`src/rtl/multiplication_unit_if.sv`:
```
// Issue-queue and CDB signal bundle for the multiplication unit.
// The master modport is the queue/arbiter side; the slave modport is the unit.
interface multiplication_unit_if #(
  parameter int TAG_W = 5
);
  logic             issueque_ready;
  logic [31:0]      issueque_rs_data;
  logic [31:0]      issueque_rt_data;
  logic [TAG_W-1:0] issueque_rd_tag;
  logic             issueblk_issue;
  logic             cdb_req;
  logic             cdb_grant;
  logic             mult_cdb_valid;
  logic [TAG_W-1:0] mult_cdb_tag;
  logic [31:0]      mult_cdb_lo;
  logic [31:0]      mult_cdb_hi;
  logic             mult_busy;
  logic             flush_valid;

  modport master (
    output issueque_ready, issueque_rs_data, issueque_rt_data, issueque_rd_tag,
    output cdb_grant, flush_valid,
    input  issueblk_issue, cdb_req, mult_cdb_valid, mult_cdb_tag,
    input  mult_cdb_lo, mult_cdb_hi, mult_busy
  );

  modport slave (
    input  issueque_ready, issueque_rs_data, issueque_rt_data, issueque_rd_tag,
    input  cdb_grant, flush_valid,
    output issueblk_issue, cdb_req, mult_cdb_valid, mult_cdb_tag,
    output mult_cdb_lo, mult_cdb_hi, mult_busy
  );
endinterface

```
`src/rtl/multiplication_unit.sv`:
```
// Pipelined 32x32 -> 64 multiply unit between the issue queue and the CDB.
// Define MULT_SIGNED_EN for two's-complement operands; default build is unsigned.
module multiplication_unit #(
  parameter int LATENCY = 4,
  parameter int TAG_W   = 5
) (
  input logic                  clock,
  input logic                  nreset,
  multiplication_unit_if.slave bus
);
  localparam int DATA_W = 32;
  localparam int PROD_W = 2 * DATA_W;

  function automatic logic [PROD_W-1:0] mul_full(input logic [DATA_W-1:0] a,
                                                 input logic [DATA_W-1:0] b);
`ifdef MULT_SIGNED_EN
    logic signed [PROD_W-1:0] sa;
    logic signed [PROD_W-1:0] sb;
    sa = {{DATA_W{a[DATA_W-1]}}, a};
    sb = {{DATA_W{b[DATA_W-1]}}, b};
    return PROD_W'(sa * sb);
`else
    return {{DATA_W{1'b0}}, a} * {{DATA_W{1'b0}}, b};
`endif
  endfunction

  logic [LATENCY-1:0] vld_p;
  logic [TAG_W-1:0]   tag_p [LATENCY];
  logic [DATA_W-1:0]  rs_p0;
  logic [DATA_W-1:0]  rt_p0;
  logic [PROD_W-1:0]  prod_p [1:LATENCY-1];

  logic advance;
  logic issue;
  logic cdb_fire;

  // The whole pipe moves together: the final stage is empty or is being broadcast.
  assign advance  = !vld_p[LATENCY-1] | bus.cdb_grant;
  assign issue    = nreset & bus.issueque_ready & advance & !bus.flush_valid;
  assign cdb_fire = vld_p[LATENCY-1] & bus.cdb_grant & !bus.flush_valid;

  always_ff @(posedge clock or negedge nreset) begin
    if (!nreset) begin
      vld_p <= '0;
      rs_p0 <= '0;
      rt_p0 <= '0;
      for (int i = 0; i < LATENCY; i++) tag_p[i] <= '0;
      for (int i = 1; i < LATENCY; i++) prod_p[i] <= '0;
    end else begin
      if (bus.flush_valid)
        vld_p <= '0;
      else if (advance)
        vld_p <= {vld_p[LATENCY-2:0], issue};

      if (advance) begin
        // Stage 0: operand capture
        rs_p0    <= bus.issueque_rs_data;
        rt_p0    <= bus.issueque_rt_data;
        tag_p[0] <= bus.issueque_rd_tag;
        // Stage 1: full product
        prod_p[1] <= mul_full(rs_p0, rt_p0);
        tag_p[1]  <= tag_p[0];
        // Stages 2..LATENCY-1: delay to the requested latency
        for (int i = 2; i < LATENCY; i++) begin
          prod_p[i] <= prod_p[i-1];
          tag_p[i]  <= tag_p[i-1];
        end
      end
    end
  end

  assign bus.issueblk_issue = issue;
  assign bus.cdb_req        = vld_p[LATENCY-1];
  assign bus.mult_cdb_valid = cdb_fire;
  assign bus.mult_cdb_tag   = cdb_fire ? tag_p[LATENCY-1] : '0;
  assign bus.mult_cdb_lo    = cdb_fire ? prod_p[LATENCY-1][DATA_W-1:0] : '0;
  assign bus.mult_cdb_hi    = cdb_fire ? prod_p[LATENCY-1][PROD_W-1:DATA_W] : '0;
  assign bus.mult_busy      = |vld_p;
endmodule

```
`src/flat_wrapper.sv`:
```
// flat-port wrapper written by rule: the top's interface ports become plain ports
module multiplication_unit_flat 
#(
  parameter int LATENCY = 4,
  parameter int TAG_W   = 5
)
  (clock, nreset, bus_issueque_ready, bus_issueque_rs_data, bus_issueque_rt_data, bus_issueque_rd_tag, bus_cdb_grant, bus_flush_valid, bus_issueblk_issue, bus_cdb_req, bus_mult_cdb_valid, bus_mult_cdb_tag, bus_mult_cdb_lo, bus_mult_cdb_hi, bus_mult_busy);
  multiplication_unit_if #(.TAG_W(TAG_W)) bus_i ();
  input logic clock;
  input logic nreset;
  input wire logic [$bits(bus_i.issueque_ready)-1:0] bus_issueque_ready;
  input wire logic [$bits(bus_i.issueque_rs_data)-1:0] bus_issueque_rs_data;
  input wire logic [$bits(bus_i.issueque_rt_data)-1:0] bus_issueque_rt_data;
  input wire logic [$bits(bus_i.issueque_rd_tag)-1:0] bus_issueque_rd_tag;
  input wire logic [$bits(bus_i.cdb_grant)-1:0] bus_cdb_grant;
  input wire logic [$bits(bus_i.flush_valid)-1:0] bus_flush_valid;
  output wire logic [$bits(bus_i.issueblk_issue)-1:0] bus_issueblk_issue;
  output wire logic [$bits(bus_i.cdb_req)-1:0] bus_cdb_req;
  output wire logic [$bits(bus_i.mult_cdb_valid)-1:0] bus_mult_cdb_valid;
  output wire logic [$bits(bus_i.mult_cdb_tag)-1:0] bus_mult_cdb_tag;
  output wire logic [$bits(bus_i.mult_cdb_lo)-1:0] bus_mult_cdb_lo;
  output wire logic [$bits(bus_i.mult_cdb_hi)-1:0] bus_mult_cdb_hi;
  output wire logic [$bits(bus_i.mult_busy)-1:0] bus_mult_busy;
  assign bus_i.issueque_ready = bus_issueque_ready;
  assign bus_i.issueque_rs_data = bus_issueque_rs_data;
  assign bus_i.issueque_rt_data = bus_issueque_rt_data;
  assign bus_i.issueque_rd_tag = bus_issueque_rd_tag;
  assign bus_i.cdb_grant = bus_cdb_grant;
  assign bus_i.flush_valid = bus_flush_valid;
  assign bus_issueblk_issue = bus_i.issueblk_issue;
  assign bus_cdb_req = bus_i.cdb_req;
  assign bus_mult_cdb_valid = bus_i.mult_cdb_valid;
  assign bus_mult_cdb_tag = bus_i.mult_cdb_tag;
  assign bus_mult_cdb_lo = bus_i.mult_cdb_lo;
  assign bus_mult_cdb_hi = bus_i.mult_cdb_hi;
  assign bus_mult_busy = bus_i.mult_busy;
  multiplication_unit #(.LATENCY(LATENCY), .TAG_W(TAG_W)) u_core (.clock(clock), .nreset(nreset), .bus(bus_i));
endmodule
```
`config.mk`:
```
export PLATFORM = sky130hd
export DESIGN_NAME = multiplication_unit_flat
export DESIGN_NICKNAME = d
export VERILOG_FILES = /design/src/rtl/multiplication_unit_if.sv /design/src/rtl/multiplication_unit.sv /design/src/flat_wrapper.sv
export SDC_FILE = /design/constraint.sdc
export NUM_CORES = 2
export LEC_CHECK = 0
export ABC_AREA = 1
export CORE_UTILIZATION = 33
export CTS_CLUSTER_SIZE = 16
export DETAILED_ROUTE_END_ITERATION = 6
export PLACE_DENSITY = 0.59
export SLEW_MARGIN = 40
export SYNTH_ARGS = -nofsm -noshare
export SYNTH_HDL_FRONTEND = slang
export SYNTH_SLANG_ARGS = --single-unit
```
`constraint.sdc`:
```
create_clock -name clock -period 8.2 [get_ports clock]
set_input_delay 1.64 -clock clock [delete_from_list [all_inputs] [get_ports clock]]
set_output_delay 1.64 -clock clock [all_outputs]
set_load 0.05 [all_outputs]
```
==> flow_summary_export.csv <==
group,metric,value,unit
synth,post_synth_fa_ha_maj_area_fraction,0.451,
synth,yosys-top-cells-area,"sky130_fd_sc_hd__fa_1 (38%), sky130_fd_sc_hd__nand2_1 (16%), sky130_fd_sc_hd__dfrtp_1 (15%), sky130_fd_sc_hd__inv_1 (15%), sky130_fd_sc_hd__ha_1 (7.0%)",
final_layout,post_layout_instance_area,0.0518,mm^2
floorplanning,design.die.area,0.144,mm^2
run,drv_cap,0,
final_layout,final_core_utilization,0.366,
detailed_routing,via_count,36633,
final_layout,nFillCells,14752,
place,place.gp.congestion,0.895,
final_layout,layout-drive-gt1-share,0.0447,
detailed_routing,detailedRoute.firstPassIterationCount,5,
sta,slew_violations,0,
synth,synthXorXnorAreaFrac,0.00317,
setup_path,critical_path_buf_inv_count,6,
clocking,post-cts-setup-buffers,0,
detailed_routing,post-route-drc-count,0,
clocking,htree_levels,2,
setup_path,cp-end-kind,"register",
final_layout,area_overhead_vs_synth,10.1,%
status,outcome,"finished, final reports clean",
sta,worst_pin_slew,0.882,ns
clocking,clk-insertion-delay-late,0.64,ns
sta,maxClockFrequency,133,MHz
synth,syn-cell-area,0.0470,mm^2
global_route,gr-total-overflow,0,
place,dpl.hpwl,110000,um
setup_path,path_common_cell,"sky130_fd_sc_hd__fa_1",
final_layout,layout.nets,7381,
synth,syn_nets,7439,
sta,rsz0062_at_grt,"no",
synth,ys_async_sr_fraction,1.00,
floorplanning,design.portCount,147,
setup_path,critical-path-max-stage-delay,0.74,ns
global_route,antenna_found_initial,1,
synth,synth-edff-count,0,
setup_path,crit_path_category,"register to register",
detailed_routing,first_iter_violations,2386,
place,dp_cells,7997,
clocking,clk_buf_depth,3,
synth,syn_inst,6206,
setup_path,cp_data_arrival_time,7.94,ns
global_route,first_pass_grt_wire_length,219000,um
floorplanning,die_w,380,um
detailed_routing,drt-vias-per-instance,4.54,
setup_path,setup.reg_to_reg.worst_slack,0.71,ns
setup_path,critPathMaxFanout,11,
synth,syn_area_per_cell,7.58,um^2
global_route,grt_pass1_vias,38612,
clocking,ctsResizeCount,0,
floorplanning,initial_utilization,0.333,
final_layout,antennaDiodeCount,0,
synth,fraction_of_post_synthesis_cell_area_in_the_top_cell_type_by_area,0.381,
setup_path,timing.critical_path.required,8.65,ns
clocking,cts_made_buffers,38,
synth,dominantRegCellSynth,"sky130_fd_sc_hd__dfrtp_1",
synth,synth_cell_types,32,
synth,muxShareOfSynthArea,0,
clocking,clock-root-buffer,"sky130_fd_sc_hd__clkbuf_16",
detailed_routing,detail_route.wl_per_cell,16.9,um
sta,timing.final.setup_violations,0,
sta,final.setup.tns,0,ns
clocking,cts_hold_repair.buffers,0,
synth,synth-seq-area-share,0.149,
detailed_routing,final_antenna_net_count,0,
clocking,cts_tree,"built",
place,placement.cell_area,0.0504,mm^2
floorplanning,placement_rows,138,
synth,yosysWarnings,0,
sta,finClkSkew,0.0776,ns
final_layout,post_layout_instance_count_excluding_filler_cells,8065,
floorplanning,die-height,380,um
place,port_buffers,146,
detailed_routing,route.final.wire_length,136000,um
synth,main_combinational_cell_family_by_area_after_synthesis,"adder cells",
sta,layout_worst_path_cycle_share,0.914,
synth,synth.largest_area_cell,"sky130_fd_sc_hd__fa_1",
global_route,grt_start_max_net_pins,180,
clocking,clk_transition_reported_paths,0.06,ns
synth,synth_simple_gate_area_share,0.198,
setup_path,critical_path.top_delay_family,"adder cells",
clocking,tritoncts_num_sinks,280,
sta,max_slew_margin,0.412,
sta,final_period_minus_worst_setup_slack,7.49,ns
setup_path,critical-path-slowest-cell,"sky130_fd_sc_hd__dfrtp_1",
sta,finalHoldViolations,0,
setup_path,critical_path.startpoint_type,"register",
hold_path,timing.hold.worst.class,"register to register",
global_route,globalRouteTotalUtil,0.194,
synth,compound_cell_area_share_of_the_yosys_netlist,0.0249,
floorplanning,core,0.141,mm^2
synth,synth-seq-cells,280,
==> sequential cells by signal, indices dropped and copies added, names as in the netlist <==
signal / cells
u_core.prod_p: 192
u_core.tag_p: 20
u_core.rs_p0: 32
u_core.vld_p: 4
u_core.rt_p0: 32
==> cell type report <==
cell class	instances	area, um^2	area share
Clock buffer	51	1090	0.0210
Clock inverter	16	215	0.00416
Inverter	1850	6950	0.134
Multi-Input combinational cell	3752	31900	0.615
Sequential cell	280	7080	0.137
Tap cell	1890	2360	0.0457
Timing Repair Buffer	226	2210	0.0426
==> through the flow <==
stage	setup WS, ns	hold WS (ns)
finish	0.707	0.450
floorplan	1.82	0.442
global route	0.433	0.489
global placement	0.723	0.451
CTS	0.751	0.456
detailed placement	0.824	0.457
==> routing by layer <==
metal | up-vias | track usage | wire, um
li1 | 17049 | - | -
met1 | 18504 | 0.251 | 57100
met2 | 891 | 0.343 | 69400
met3 | 189 | 0.0168 | 6260
met4 | 0 | 0.0523 | 3650
met5 | - | 0 | 0
==> path summary, 6_finish.rpt <==
| check | from | endpoint | depth (start not counted) |
|---|---|---|---|
| setup / recovery | u_core.rs_p0[25] | u_core.prod_p[179] | 25 |
| hold / removal | u_core.tag_p[11] | u_core.tag_p[6] | 2 |
| setup reg to reg | u_core.rs_p0[25] | u_core.prod_p[179] | 25 |
| hold reg to reg | u_core.tag_p[11] | u_core.tag_p[6] | 2 |
| max in group asynchronous | nreset | u_core.rt_p0[20] | 3 |
| min in group asynchronous | nreset | u_core.prod_p[110] | 1 |
==> worst reg2reg max path, cell delays in order, from the launching register on <==
cell and delay, ns:
sky130_fd_sc_hd__dfrtp_1 0.74, sky130_fd_sc_hd__buf_4 0.33, sky130_fd_sc_hd__nand2_1 0.10, sky130_fd_sc_hd__fa_1 0.58, sky130_fd_sc_hd__inv_1 0.06, sky130_fd_sc_hd__fa_1 0.54
sky130_fd_sc_hd__inv_1 0.06, sky130_fd_sc_hd__fa_1 0.53, sky130_fd_sc_hd__inv_1 0.05, sky130_fd_sc_hd__fa_1 0.50, sky130_fd_sc_hd__fa_1 0.61, sky130_fd_sc_hd__fa_1 0.45
sky130_fd_sc_hd__fa_1 0.50, sky130_fd_sc_hd__inv_1 0.05, sky130_fd_sc_hd__fa_1 0.47, sky130_fd_sc_hd__inv_1 0.04, sky130_fd_sc_hd__ha_1 0.42, sky130_fd_sc_hd__nand2_2 0.12
sky130_fd_sc_hd__nor2_2 0.18, sky130_fd_sc_hd__nand2_1 0.15, sky130_fd_sc_hd__nor2_1 0.27, sky130_fd_sc_hd__nand3_1 0.18, sky130_fd_sc_hd__nand3_1 0.11, sky130_fd_sc_hd__nand2_1 0.05
sky130_fd_sc_hd__nand3_1 0.13, sky130_fd_sc_hd__nand2_1 0.07
==> kinds of logic after synthesis <==
family | Yosys count
AND/OR/NAND/NOR | 2348
buffers and inverters | 2174
adder cells (fa/ha/maj) | 1159
flip-flops | 280
AO/OA/AOI/OAI | 228
XOR/XNOR | 17
==> cells in the mapped netlist, drive strengths merged (11+ instances only) <==
library cell,n
o21ai,171
clkbuf,303
inv,1849
xnor2,16
a21oi,45
buf,21
nand3,95
fa,896
nand3b,11
or2,11
nor2,181
nand2,2025
nor3,11
ha,263
dfrtp,280
==> layout by cell type (no fill, tap or decap), types with 11 or more instances in the layout <==
| cell type | synthesis | layout |
|---|---|---|
| sky130_fd_sc_hd__nand2_2 | 24 | 24 |
| sky130_fd_sc_hd__a21oi_1 | 45 | 45 |
| sky130_fd_sc_hd__buf_4 | 0 | 68 |
| sky130_fd_sc_hd__clkdlybuf4s50_1 | 0 | 145 |
| sky130_fd_sc_hd__clkbuf_16 | 0 | 38 |
| sky130_fd_sc_hd__xnor2_1 | 16 | 16 |
| sky130_fd_sc_hd__dfrtp_4 | 0 | 12 |
| sky130_fd_sc_hd__o21ai_1 | 19 | 19 |
| sky130_fd_sc_hd__inv_1 | 1842 | 1841 |
| sky130_fd_sc_hd__nor2_2 | 34 | 34 |
| sky130_fd_sc_hd__nand3_1 | 87 | 86 |
| sky130_fd_sc_hd__dfrtp_2 | 0 | 21 |
| sky130_fd_sc_hd__fa_1 | 896 | 896 |
| sky130_fd_sc_hd__o21ai_0 | 152 | 152 |
| sky130_fd_sc_hd__nand3b_1 | 11 | 11 |
| sky130_fd_sc_hd__dfrtp_1 | 280 | 247 |
| sky130_fd_sc_hd__nor2_1 | 144 | 143 |
| sky130_fd_sc_hd__ha_1 | 263 | 263 |
| sky130_fd_sc_hd__nand2_1 | 2001 | 2001 |
Power is not shown: default switching activity piles up to over one toggle a cycle in this logic, so the estimate is an artifact.
